### src/rtl/uart_rx_frame.sv
// 8-bit UART receiver: 1 start, 8 data LSB first, 1 parity, 1 stop; rx_valid pulses at the stop-bit sample.
// Latency ~10.5 bit periods + 3 clk from the pin's falling edge; no backpressure, each frame is reported once.

package uart_rx_frame_pkg;
  typedef logic [7:0] data_t;
endpackage

module uart_rx_frame
  import uart_rx_frame_pkg::*;
#(
  parameter int CLKS_PER_BIT = 868,
  parameter bit PARITY_ODD   = 1'b0
) (
  input  logic  i_clk,
  input  logic  i_rst,
  input  logic  i_rx,
  output data_t o_rx_data,
  output logic  o_rx_valid,
  output logic  o_parity_err,
  output logic  o_frame_err,
  output logic  o_busy
);

  localparam int CW = $clog2(CLKS_PER_BIT);
  localparam logic [CW-1:0] CNT_MID  = CW'((CLKS_PER_BIT - 1) / 2);
  localparam logic [CW-1:0] CNT_LAST = CW'(CLKS_PER_BIT - 1);

  typedef enum logic [2:0] {
    S_IDLE,
    S_START,
    S_DATA,
    S_PARITY,
    S_STOP
  } state_t;

  logic          r_sync1;
  logic          r_sync2;
  state_t        r_state;
  logic [CW-1:0] r_cnt;
  logic [2:0]    r_idx;
  data_t         r_shift;
  logic          r_par_err_pend;
  data_t         r_rx_data;
  logic          r_rx_valid;
  logic          r_parity_err;
  logic          r_frame_err;
  logic          r_busy;

  logic w_rx_s;
  logic w_mid;
  logic w_bit_end;

  assign w_rx_s    = r_sync2;
  assign w_mid     = (r_cnt == CNT_MID);
  assign w_bit_end = (r_cnt == CNT_LAST);

  // Two-flop synchroniser; resets to the idle (high) line level.
  always_ff @(posedge i_clk) begin
    if (i_rst) begin
      r_sync1 <= 1'b1;
      r_sync2 <= 1'b1;
    end else begin
      r_sync1 <= i_rx;
      r_sync2 <= r_sync1;
    end
  end

  always_ff @(posedge i_clk) begin
    if (i_rst) begin
      r_state        <= S_IDLE;
      r_cnt          <= '0;
      r_idx          <= '0;
      r_shift        <= '0;
      r_par_err_pend <= 1'b0;
      r_rx_data      <= '0;
      r_rx_valid     <= 1'b0;
      r_parity_err   <= 1'b0;
      r_frame_err    <= 1'b0;
      r_busy         <= 1'b0;
    end else begin
      r_rx_valid <= 1'b0;
      case (r_state)
        S_IDLE: begin
          r_cnt <= '0;
          if (!w_rx_s) begin
            r_state <= S_START;
            r_busy  <= 1'b1;
          end
        end
        S_START: begin
          if (w_mid) begin
            r_cnt <= '0;
            // A start bit that is high again at mid-bit was only a glitch.
            if (w_rx_s) begin
              r_state <= S_IDLE;
              r_busy  <= 1'b0;
            end else begin
              r_state <= S_DATA;
              r_idx   <= '0;
            end
          end else begin
            r_cnt <= r_cnt + 1'b1;
          end
        end
        S_DATA: begin
          if (w_bit_end) begin
            r_cnt          <= '0;
            r_shift[r_idx] <= w_rx_s;
            if (r_idx == 3'd7) begin
              r_state <= S_PARITY;
            end else begin
              r_idx <= r_idx + 1'b1;
            end
          end else begin
            r_cnt <= r_cnt + 1'b1;
          end
        end
        S_PARITY: begin
          if (w_bit_end) begin
            r_cnt          <= '0;
            r_par_err_pend <= ((^r_shift) ^ w_rx_s) != PARITY_ODD;
            r_state        <= S_STOP;
          end else begin
            r_cnt <= r_cnt + 1'b1;
          end
        end
        S_STOP: begin
          if (w_bit_end) begin
            r_cnt        <= '0;
            r_rx_data    <= r_shift;
            r_parity_err <= r_par_err_pend;
            r_frame_err  <= ~w_rx_s;
            r_rx_valid   <= 1'b1;
            r_busy       <= 1'b0;
            r_state      <= S_IDLE;
          end else begin
            r_cnt <= r_cnt + 1'b1;
          end
        end
        default: begin
          r_state <= S_IDLE;
          r_cnt   <= '0;
          r_busy  <= 1'b0;
        end
      endcase
    end
  end

  assign o_rx_data    = r_rx_data;
  assign o_rx_valid   = r_rx_valid;
  assign o_parity_err = r_parity_err;
  assign o_frame_err  = r_frame_err;
  assign o_busy       = r_busy;

endmodule

### config.mk
export PLATFORM = sky130hd
export DESIGN_NAME = uart_rx_frame
export DESIGN_NICKNAME = d
export VERILOG_FILES = /design/src/rtl/uart_rx_frame.sv
export SDC_FILE = /design/constraint.sdc
export NUM_CORES = 1
export LEC_CHECK = 0
export BUFFER_PORTS_ARGS = -buffer_cell sky130_fd_sc_hd__buf_2
export CAP_MARGIN = 20
export CORE_MARGIN = 5
export CORE_UTILIZATION = 31
export CTS_CLUSTER_DIAMETER = 60
export DETAILED_ROUTE_END_ITERATION = 16
export MAX_ROUTING_LAYER = met4
export SETUP_SLACK_MARGIN = 0.5
export SKIP_CTS_REPAIR_TIMING = 1
export SLEW_MARGIN = 15
export SYNTH_ARGS = -nofsm -noshare
export SYNTH_HDL_FRONTEND = slang
export SYNTH_SLANG_ARGS = --single-unit
### constraint.sdc
create_clock -name i_clk -period 3 [get_ports i_clk]
set_input_delay 0.45 -clock i_clk [delete_from_list [all_inputs] [get_ports i_clk]]
set_output_delay 0.45 -clock i_clk [all_outputs]
set_load 0.05 [all_outputs]
==> metrics.txt <==
outcome=completed; worst-path cell chain=or3b_1 -> nor2_2 -> mux2i_1 -> nor2_1; Die H=slightly below 90 um; sequential share of the synthesized area=0.405; Detailed Place HPWL=2.43 mm; CTS tree=yes; endpoints failing hold=0; first-pass GRT wire length=around 5.9 mm; worst hold path type=in -> reg; share of cells above drive strength 1=0.182; Yosys cell types=a little under 50; final setup vio count=0; DR WL/cell=12.1 um; total gr overflow=0; root buf cell=clkbuf_8; Synth async-reset ratio=0; hold path depth=2; startpoint types=flip-flop; CP max stage cell=dfxtp_1; hold_sp=i_rx; Critical Path End Type=flip-flop; R2R Path Start=r_state[2]; Design Power=1.17 mW; H-tree depth=2; Mapped Nets=208; Port Buffers=14; Worst Max-Slew Pin Slew=between 0.6 and 0.7 ns; Yosys warning total=0; synthesized instance count=about 200; crit-path max FO=14; io pins=15; hold slack=~0.34 ns; Crit path required time=3.15 ns; worst r2r path cells=4; Setup CP Type=reg -> reg; Rows=28; R2R setup slack=between 0.8 and 0.9 ns; vias per cell=around 4.7; total die area=0.00790 mm^2; Antenna Nets Post-Route=0; drt first pass iters=4; Main synth FF type=dfxtp_1; diodes inserted=0; commonest cells after routing, fill and taps aside=nor2_1 (43), dfxtp_1 (39), mux2i_1 (21); Initial Util=0.322; P_leak=0.733 nW; via count=1339; post-layout util=0.350; antenna violations before repair=0; commonest non-fill, non-tap cell in the layout=nor2_1; Max clock buf depth=2; Total Nets Final=between 200 and 250; # DRC=0; Max IR drop VDD=~0.36 mV; wirelength, routed=about 3.4 mm; GRT Total Usage=0.0996; PwrDens=~560 mW/mm^2; largest net degree at the start of global routing=31; CTS clock-pin slew for the worst setup and hold paths=around 0.070 ns; final std cells w/o fill=around 280; Slew Limit Fails=0; Max Cap Viol=0; P&R area growth vs syn=8.63%; latest clock arrival within the worst-skew pair=0.29 ns; RSZ-0062 raised after global routing=false; number of DRC markers in iteration 0=84; WP data arrival=2.30 ns; core area=0.00599 mm^2; vias in the first global route=roughly 1200; syn_area_per_cell=9.60 um^2; final worst clock skew=approximately 0.0047 ns; worst r2r dst=o_rx_data[1]; Worst Hold Path EP=r_sync1; f_max=~0.47 GHz; Synth Register Bits=39; Tmin final=2.14 ns; Die X=between 80 and 90 um; Final Wtd Congestion=0.729; clk sinks=39; Max-slew headroom=0.568; DP Cell Count=276; TritonCTS buffer count=5; Cell Area, Synth=~0.0019 mm^2; Setup TNS=0 ns; Post-synth EDFFs=0; largest stage delay on the critical path=0.67 ns; Final period util=0.714
## synth_stat cells, types with 2 or more instances
master,instances,area (um^2)
buf_2,2,10.0
a21oi_1,2,10.0
mux2i_1,21,210
nand3_1,4,20.0
a22oi_1,2,15.0
xor2_1,5,43.8
nor2_1,43,161
a31oi_1,2,12.5
a21o_1,2,15.0
nand2_1,9,33.8
inv_1,4,15.0
or3b_1,2,17.5
nor4b_2,3,45.0
nor3b_4,2,37.5
nor3_1,3,15.0
buf_1,2,7.51
buf_4,3,22.5
a211oi_1,2,15.0
nand4_1,4,25.0
xnor2_1,8,70.1
buf_6,2,22.5
ha_1,4,50.1
dfxtp_1,39,781
or2_2,2,12.5
nand4b_1,2,17.5
clkbuf_1,4,15.0
## per-stage QoR
step,cell area [um^2],setup WS (ns)
finish,2100,0.857
global route,2100,0.660
CTS,2100,0.842
detailed placement,2010,0.852
global placement,2010,0.879
floorplan,1930,1.32
## state kept, by name (all words and copies together) (netlist names)
signal / cells
r_shift: 8
o_rx_valid: 1
r_par_err_pend: 1
r_sync2: 1
r_sync1: 1
o_rx_data: 8
o_parity_err: 1
r_idx: 3
o_frame_err: 1
o_busy: 1
r_state: 3
r_cnt: 10
## critical path, delay by kind of cell (launching register included)
family           cells  cell delay [ns]
multiplexers         1             0.25
flip-flops           1             0.67
AND/OR/NAND/NOR      3             1.09
## how the worst max path moves through the flow
| stage | end | start | slack (ns) |
|---|---|---|---|
| after detailed placement | o_rx_data[1] | r_state[2] | 0.85 |
| final | o_rx_data[1] | r_state[2] | 0.86 |
| after global placement | o_rx_data[4] | r_state[2] | 0.88 |
| after floorplan | r_state[0] | r_cnt[0] | 1.32 |
| after global routing | o_parity_err | r_state[2] | 0.66 |
| after CTS | o_rx_data[1] | r_state[2] | 0.84 |
## where the power goes
group | switching, mW | internal (mW) | total (mW) | leakage [nW]
combinational | 0.124 | 0.106 | 0.230 | 0.377
sequential | 0.0559 | 0.542 | 0.598 | 0.315
clock | 0.177 | 0.162 | 0.340 | 0.0412
total | 0.357 | 0.810 | 1.17 | 0.733
## kinds of logic (layout without fill, tap and decap cells)
family,count (synthesis),count (layout),synth area share
buf+inv,18,26,0.0506
flops,39,39,0.405
simple gates,87,87,0.257
mux,21,21,0.109
fa+ha+maj,4,4,0.0259
xor+xnor,14,14,0.0707
compound gates,18,18,0.0824
## per-layer routing
metal  up-vias  track usage  part of all wire
li1        705            -                 -
met1       610        0.136              0.52
met2        16        0.138              0.43
met3         8       0.0240             0.031
met4         0       0.0453             0.020
met5         -            -                 0
## area by class of cell
class | instances | area, um^2
well taps | 75 | 93.8
clock buffers | 6 | 72.6
flip-flops and latches | 39 | 781
fillers | 617 | 3890
clock inverters | 2 | 12.5
multi-input cells | 144 | 1050
repair buffers | 14 | 70.1
inverters | 4 | 15.0
(Power assumes the default switching activity.)
